==> src/rtl/pcc_pkg.sv <==
// Shared types and default constants for the multi-channel pulse counter.
// pcc_tmr_w sizes the DWAIT timer so that it can reach TMO_CYC-1.
package pcc_pkg;

    typedef enum logic [2:0] {
        IDLE  = 3'd0,
        DWAIT = 3'd1,
        COUNT = 3'd2,
        DONE  = 3'd3,
        TMO   = 3'd4
    } pcc_state_t;

    localparam int PCC_NUM_CH_DEF  = 4;
    localparam int PCC_CNT_W_DEF   = 8;
    localparam int PCC_TMO_CYC_DEF = 255;

    function automatic int pcc_tmr_w(input int tmo_cyc);
        int w;
        w = $clog2(tmo_cyc + 1);
        return (w < 1) ? 1 : w;
    endfunction

endpackage

==> src/rtl/pcc_channel.sv <==
// One pulse-count channel: arm, wait for the first strobe (with timeout),
// count consecutive strobes with saturation, then hold the result until ack.
//
// state | meaning
// IDLE  | parked; last count/ovf stay readable
// DWAIT | armed, waiting for first d_s; timer running
// COUNT | counting consecutive d_s cycles
// DONE  | d_s fell; result frozen until ack or re-arm
// TMO   | no d_s within TMO_CYC cycles; waiting for ack or re-arm
module pcc_channel
    import pcc_pkg::*;
#(
    parameter int CNT_W   = PCC_CNT_W_DEF,
    parameter int TMO_CYC = PCC_TMO_CYC_DEF
) (
    input  logic             clk,
    input  logic             rst,
    input  logic             eng,
    input  logic             d_s,
    input  logic             ack,
    output logic             waiting,
    output logic             counting,
    output logic             data_ready,
    output logic             timed_out,
    output logic [CNT_W-1:0] count,
    output logic             ovf
);

    localparam int               TMR_W    = pcc_tmr_w(TMO_CYC);
    localparam bit               TMO_EN   = (TMO_CYC > 0);
    localparam logic [TMR_W-1:0] TMR_LAST = TMR_W'((TMO_CYC > 0) ? TMO_CYC - 1 : 0);

    pcc_state_t       state_q, state_d;
    logic [CNT_W-1:0] count_q, count_d;
    logic             ovf_q, ovf_d;
    logic [TMR_W-1:0] tmr_q, tmr_d;

    always_ff @(posedge clk or posedge rst) begin
        if (rst) begin
            state_q <= IDLE;
            count_q <= '0;
            ovf_q   <= 1'b0;
            tmr_q   <= '0;
        end else begin
            state_q <= state_d;
            count_q <= count_d;
            ovf_q   <= ovf_d;
            tmr_q   <= tmr_d;
        end
    end

    always_comb begin
        state_d = state_q;
        count_d = count_q;
        ovf_d   = ovf_q;
        tmr_d   = tmr_q;
        case (state_q)
            IDLE: begin
                if (eng) begin
                    state_d = DWAIT;
                    count_d = '0;
                    ovf_d   = 1'b0;
                    tmr_d   = '0;
                end
            end
            DWAIT: begin
                // A re-arm only restarts the wait window.
                if (eng) begin
                    tmr_d = '0;
                end else if (d_s) begin
                    state_d = COUNT;
                    count_d = CNT_W'(1);
                end else if (TMO_EN && (tmr_q == TMR_LAST)) begin
                    state_d = TMO;
                end else begin
                    tmr_d = tmr_q + TMR_W'(1);
                end
            end
            COUNT: begin
                if (eng) begin
                    state_d = DWAIT;
                    count_d = '0;
                    ovf_d   = 1'b0;
                    tmr_d   = '0;
                end else if (d_s) begin
                    if (&count_q) begin
                        ovf_d = 1'b1;
                    end else begin
                        count_d = count_q + CNT_W'(1);
                    end
                end else begin
                    state_d = DONE;
                end
            end
            DONE, TMO: begin
                if (eng) begin
                    state_d = DWAIT;
                    count_d = '0;
                    ovf_d   = 1'b0;
                    tmr_d   = '0;
                end else if (ack) begin
                    state_d = IDLE;
                end
            end
            default: begin
                state_d = IDLE;
            end
        endcase
    end

    assign waiting    = (state_q == DWAIT);
    assign counting   = (state_q == COUNT);
    assign data_ready = (state_q == DONE);
    assign timed_out  = (state_q == TMO);
    assign count      = count_q;
    assign ovf        = ovf_q;

endmodule

==> src/rtl/pulse_count_ctrl.sv <==
// Array of independent pulse-count channels sharing clk and rst.
// Channel i drives count[i*CNT_W +: CNT_W] and bit i of every status vector.
module pulse_count_ctrl
    import pcc_pkg::*;
#(
    parameter int NUM_CH  = PCC_NUM_CH_DEF,
    parameter int CNT_W   = PCC_CNT_W_DEF,
    parameter int TMO_CYC = PCC_TMO_CYC_DEF
) (
    input  logic                    clk,
    input  logic                    rst,
    input  logic [NUM_CH-1:0]       eng,
    input  logic [NUM_CH-1:0]       d_s,
    input  logic [NUM_CH-1:0]       ack,
    output logic [NUM_CH-1:0]       waiting,
    output logic [NUM_CH-1:0]       counting,
    output logic [NUM_CH-1:0]       data_ready,
    output logic [NUM_CH-1:0]       timed_out,
    output logic [NUM_CH*CNT_W-1:0] count,
    output logic [NUM_CH-1:0]       ovf
);

    for (genvar g = 0; g < NUM_CH; g++) begin : g_ch
        pcc_channel #(
            .CNT_W   (CNT_W),
            .TMO_CYC (TMO_CYC)
        ) u_ch (
            .clk        (clk),
            .rst        (rst),
            .eng        (eng[g]),
            .d_s        (d_s[g]),
            .ack        (ack[g]),
            .waiting    (waiting[g]),
            .counting   (counting[g]),
            .data_ready (data_ready[g]),
            .timed_out  (timed_out[g]),
            .count      (count[g*CNT_W +: CNT_W]),
            .ovf        (ovf[g])
        );
    end

endmodule

==> config.mk <==
export PLATFORM = sky130hd
export DESIGN_NAME = pulse_count_ctrl
export DESIGN_NICKNAME = d
export VERILOG_FILES = /design/src/rtl/pcc_pkg.sv /design/src/rtl/pcc_channel.sv /design/src/rtl/pulse_count_ctrl.sv
export SDC_FILE = /design/constraint.sdc
export NUM_CORES = 1
export LEC_CHECK = 0
export CAP_MARGIN = 20
export CORE_MARGIN = 2
export CORE_UTILIZATION = 50
export CTS_CLUSTER_DIAMETER = 40
export CTS_CLUSTER_SIZE = 24
export DETAILED_ROUTE_END_ITERATION = 10
export PLACE_DENSITY = 0.73
export RECOVER_POWER = 100
export SYNTH_ARGS = -nofsm -noshare
export SYNTH_HDL_FRONTEND = slang
export SYNTH_SLANG_ARGS = --single-unit
==> constraint.sdc <==
create_clock -name clk -period 7.6 [get_ports clk]
set_input_delay 1.14 -clock clk [delete_from_list [all_inputs] [get_ports clk]]
set_output_delay 1.14 -clock clk [all_outputs]
set_load 0.1 [all_outputs]
==> impl_metrics.toml, run 1 <==
[status]
status = "finished, final reports clean"

[synth]
ys.flop_type = "dfrtp_1"
synth_cell_types = 69
synth.area.top_cells = "dfrtp_1 39%, o21ai_0 5.5%, a21oi_1 4.7%"
syn-num-nets = 638
syn_avg_cell_area_sq_um = 8.38
ys_warn_count = 0
synth_edf_count = 0
synth_area_leader_cell = "dfrtp_1"
postSynthCellCount = 612
async_flop_share_pct = 100
ys_ff_latch = 80
netlist_area_sq_um = 5130
synth_top_area_share_pct = 39.1
ys_seq_area_share_pct = 39.1

[finish]
multi_input_area_sq_um = 2730
layout-drive-gt1-share_pct = 5.55
fin_area_sq_um = 5870
layout_commonest_cell = "dfrtp_1"
layout.nets = 670
fillers = 875
area_growth_pct = 14.6
layout.cells.most_common_list = "80 x dfrtp_1, 60 x dlygate4sd3_1, 58 x o21ai_0"
layout.cells.non_filler = 782
seq_area_sq_um = 2000
diodes = 0

[sta]
slew_violations = 0
setup_ws_ps = 3910
final.min_clock_period_ps = 3690
finalHoldViolCount = 0
worst_slew_pin_slew_ps = 1040
clock_skew_ps = 13.2
setup_viol = 0
fin_crit_sh_pct = 48.5
fmax_mhz = 271
rsz0062_at_grt = "no"
fin_setup_tns_ps = 0
maxSlewHeadroom_pct = 30.6

[clock_network]
clkSinkCount = 80
tritoncts = "built"
cts_max_path_buffers = 2
root_buffer = "clkbuf_8"
postCtsSetupBuffers = 0
numCtsBuffers = 9
cts_resized = 0
holdBufCountCts = 0
htreeDepth = 3
clk_latency_ps = 360
clk_pin_slew_ps = 90

[critical_path]
cp.required_ps = 6460
cpPeakStageDelay_ps = 1240
path_cells = "nand2b_1 > nor2_1 > dlygate4sd3_1"
path_class = "reg2out"
arrival_ps = 2550
path_max_fanout = 13
critPathSlowestCell = "dlygate4sd3_1"
start_kind = "flip-flop"
endpoint_kind = "primary output"

[placement]
pre_cts_ws_ps = 4290
gp_congestion = 0.858
dpl.cell_count = 764
numPortBuffers = 65
dp_hpwl_mm = 7.77
placed_cell_area_sq_um = 5680

[detailed_routing]
drt_iter0_drc = 292
routedWlPerCell_um = 14.3
drt-pass1-iter-count = 4
antenna_left = 0
viasPerCell = 5.92
wl_mm = 11.2
vias = 4633
route.detailed.drc = 0

[pwr]
ir_drop_uv = 270
p_leak_uw = 0.00257
power_density_nw_per_um2 = 309
power_uw = 1820

[floorplanning]
die_area_sq_um = 11100
initial_core_util_pct = 52.0
num_io_pins = 66
core_area_sq_um = 9860
fp-row-count = 36
die_w_um = 105
die_h_um = 105

[min_path]
holdCritPathClass = "reg2reg"

[global_route]
grt_max_degree = 81
antenna_found_initial = 0
gr-total-overflow = 0
grt_pass1_wl_mm = 19.3
track_usage_pct = 20.5
grt_pass1_vias = 4310

[flow_run]
maxCapViolCount = 0
[path summary, 6_finish.rpt]
| path | start | to | slack (ps) | cells past startpoint |
|---|---|---|---|---|
| min | g_ch[3].u_ch.ovf | g_ch[3].u_ch.ovf | 490 | 2 |
| min in group asynchronous | rst | g_ch[2].u_ch.state_q[0] | 1550 | 3 |
| max | g_ch[2].u_ch.state_q[1] | counting[2] | 3910 | 3 |
| max reg2reg | g_ch[2].u_ch.state_q[0] | g_ch[2].u_ch.tmr_q[7] | 5280 | 5 |
| max in group asynchronous | rst | g_ch[1].u_ch.count[5] | 5210 | 4 |
| min reg2reg | g_ch[3].u_ch.ovf | g_ch[3].u_ch.ovf | 490 | 2 |
[Yosys cell counts, types with 5 or more instances]
cell and number:
a21o_1 7, nor2_1 48, dfrtp_1 80, ha_1 12, a41oi_1 7, buf_4 20
a21oi_1 48, inv_1 29, nor2b_1 10, nand3_1 30, clkbuf_1 15, or2_2 9
mux2i_1 9, or4_1 5, buf_2 9, nand2_1 56, xor2_1 5, o21ai_0 56
nand4_1 13, a31oi_1 14, nor3_1 15, nand2b_1 16, and3_1 12, o31ai_1 13
[cell families (layout without fill, tap and decap cells)]
kind of cell    after synthesis  after routing  share of synthesized area (%)
xor+xnor                      6              6                           1.03
fa+ha+maj                    12             12                           2.93
simple gates                241            241                           24.4
mux                          12             12                           2.42
buf+inv                      76            113                           7.40
compound gates              185            185                           22.8
flops                        80             80                           39.1
[stage by stage]
stage	hold WS (ps)	utilization [%]
2_1_floorplan	443	-
3_3_place_gp	470	57.6
3_5_place_dp	467	57.6
4_1_cts	499	59.4
5_1_grt	520	59.6
6_report	490	59.6
[registers in the layout, summed over array words and instances, names as in the netlist]
register           flops
g_ch.u_ch.count       32
g_ch.u_ch.ovf          4
g_ch.u_ch.state_q     12
g_ch.u_ch.tmr_q       32
[worst max-delay path: cells and delay by family, from the launching register on]
| kind | cells | cell delay, ps |
|---|---|---|
| buffers and inverters | 1 | 1240 |
| flip-flops | 1 | 600 |
| AND/OR/NAND/NOR | 2 | 360 |
[routing by layer]
metal / wire (um) / global-route usage, %
met1: 5190 / 27.3
met2: 5390 / 34.0
met3: 487 / 4.58
met4: 99 / 5.14
met5: 0 / 0
[cell type report]
cell class | instances | area share [%]
well taps | 133 | 2.83
clock buffers | 9 | 2.11
repair buffers | 68 | 11.7
multi-input cells | 456 | 46.4
flip-flops and latches | 80 | 34.1
clock inverters | 7 | 0.937
inverters | 29 | 1.87
[power by group]
| part | internal (uW) | switching [uW] |
|---|---|---|
| sequential | 482 | 110 |
| clock | 121 | 169 |
| combinational | 252 | 683 |
No activity file was read; power rests on OpenSTA's default activity.
==> inputs of run 2 (changes only) <==
- clock period: 7.6 -> 3.5 ns (I/O delays scaled with it)
==> impl_metrics.toml, run 2 (same netlist as run 1, synthesis figures left out) <==
[status]
status = "finished, final reports clean"

[critical_path]
reg2reg_depth = 5
endpoint_kind = "primary output"
cp.required_ps = 2970
critPathSlowestCell = "clkbuf_1"
path_cells = "nand2b_1 > nor2_1 > clkbuf_1"
rrSetupSlack_ps = 1200
timing.critical_path.buf_inv = 1
crit-reg2reg-launch = "g_ch[2].u_ch.state_q[0]"
path_max_fanout = 16
start_kind = "flip-flop"
cpPeakStageDelay_ps = 930
path_delay_family = "buffers and inverters"
r2r-end = "g_ch[2].u_ch.tmr_q[7]"
arrival_ps = 2230
path_class = "reg2out"

[min_path]
min-delay-start = "g_ch[1].u_ch.ovf"
hold_path_depth = 1
holdCritPathClass = "reg2reg"
min_to = "g_ch[1].u_ch.ovf"

[floorplanning]
fp-row-count = 36
initial_core_util_pct = 52.0
die_h_um = 105
die_w_um = 105
num_io_pins = 66
die_area_sq_um = 11100
core_area_sq_um = 9860

[finish]
layout-drive-gt1-share_pct = 5.41
utilization_pct = 59.2
layout.nets = 669
area_growth_pct = 13.9
diodes = 0
layout_commonest_cell = "dfrtp_1"
fillers = 907
layout.cells.most_common_list = "80 x dfrtp_1, 58 x o21ai_0, 56 x nand2_1"

[sta]
setup_ws_ps = 741
final.min_clock_period_ps = 2760
clock_skew_ps = 9.26
setup_viol = 0
rsz0062_at_grt = "no"
finalHoldViolCount = 0
slew_violations = 0
worst_slew_pin_slew_ps = 1230
fin_setup_tns_ps = 0
fmax_mhz = 362
fin_crit_sh_pct = 78.8
maxSlewHeadroom_pct = 17.7

[pwr]
ir_drop_uv = 444
seq_power_share_pct = 31.1
p_sw_uw = 2070
power_density_nw_per_um2 = 711
p_comb_share_pct = 47.6
p_leak_uw = 0.00252
power.share.switching_pct = 49.8
power.internal_uw = 2080
clkPwrFrac_pct = 21.3

[placement]
numPortBuffers = 65
dp_hpwl_mm = 8.02
gp_congestion = 0.871
pre_cts_ws_ps = 836

[clock_network]
cts_resized = 0
root_buffer = "clkbuf_8"
postCtsSetupBuffers = 0
cts_max_path_buffers = 2
clk_latency_ps = 350
clk_pin_slew_ps = 80
tritoncts = "built"
htreeDepth = 3
clkSinkCount = 80
holdBufCountCts = 0
numCtsBuffers = 9

[detailed_routing]
drt-pass1-iter-count = 5
route.detailed.drc = 0
vias = 4625
routedWlPerCell_um = 14.6
drt_iter0_drc = 225
wl_mm = 11.4
viasPerCell = 5.93
antenna_left = 0

[global_route]
grt_max_degree = 56
grt_pass1_vias = 4376
track_usage_pct = 21.3
antenna_found_initial = 0
grt_pass1_wl_mm = 19.9
gr-total-overflow = 0

[flow_run]
maxCapViolCount = 0
## run 2: worst register-to-register path, delay by kind of cell (launching register included)
kind	cells	cell delay (ps)
and+or+nand+nor	2	960
DFF	1	620
AOI/OAI and AO/OA	3	630
## run 2: worst max path at each step
stage	startpoint	to	cells after the start
2_1_floorplan	rst	g_ch[0].u_ch.count[0]	1
3_3_place_gp	eng[3]	g_ch[3].u_ch.count[7]	6
3_5_place_dp	d_s[1]	g_ch[1].u_ch.tmr_q[7]	6
4_1_cts	g_ch[2].u_ch.count[4]	count[20]	1
5_1_grt	g_ch[3].u_ch.state_q[1]	data_ready[3]	4
6_report	g_ch[3].u_ch.state_q[0]	waiting[3]	3
## run 2: power groups by stage
stage                     clock [uW]  sequential, uW  combinational [uW]
final                            884            1290                1970
after global routing             952            1330                2130
after CTS                        910            1290                2060
after detailed placement           0            1310                2050
after global placement             0            1300                2020
after floorplan                    0            1460                1590
## run 2: metal layers
metal / routed length [um] / up-vias / GRT usage (%)
li1: - / 2279 / -
met1: 5320 / 2212 / 28.5
met2: 5410 / 123 / 35.2
met3: 502 / 11 / 4.08
met4: 124 / 0 / 5.81
met5: 0 / - / 0
## run 2: cell type report
class / count / area, sq um / share of cell area, %
Inverter: 29 / 110 / 1.89
Timing Repair Buffer: 67 / 578 / 9.90
Clock inverter: 6 / 133 / 2.27
Multi-Input combinational cell: 456 / 2730 / 46.7
Sequential cell: 80 / 2000 / 34.3
Tap cell: 133 / 166 / 2.85
Clock buffer: 9 / 124 / 2.12
## run 2: per-stage QoR
step | area, sq um | cells | total power (uW) | hold WS, ps
5_1_grt | 5840 | 780 | 4410 | 526
3_3_place_gp | 5660 | 765 | 3330 | 464
3_5_place_dp | 5660 | 765 | 3360 | 482
4_1_cts | 5920 | 780 | 4260 | 492
6_report | 5840 | 780 | 4150 | 494
2_1_floorplan | 5130 | 612 | 3060 | 443
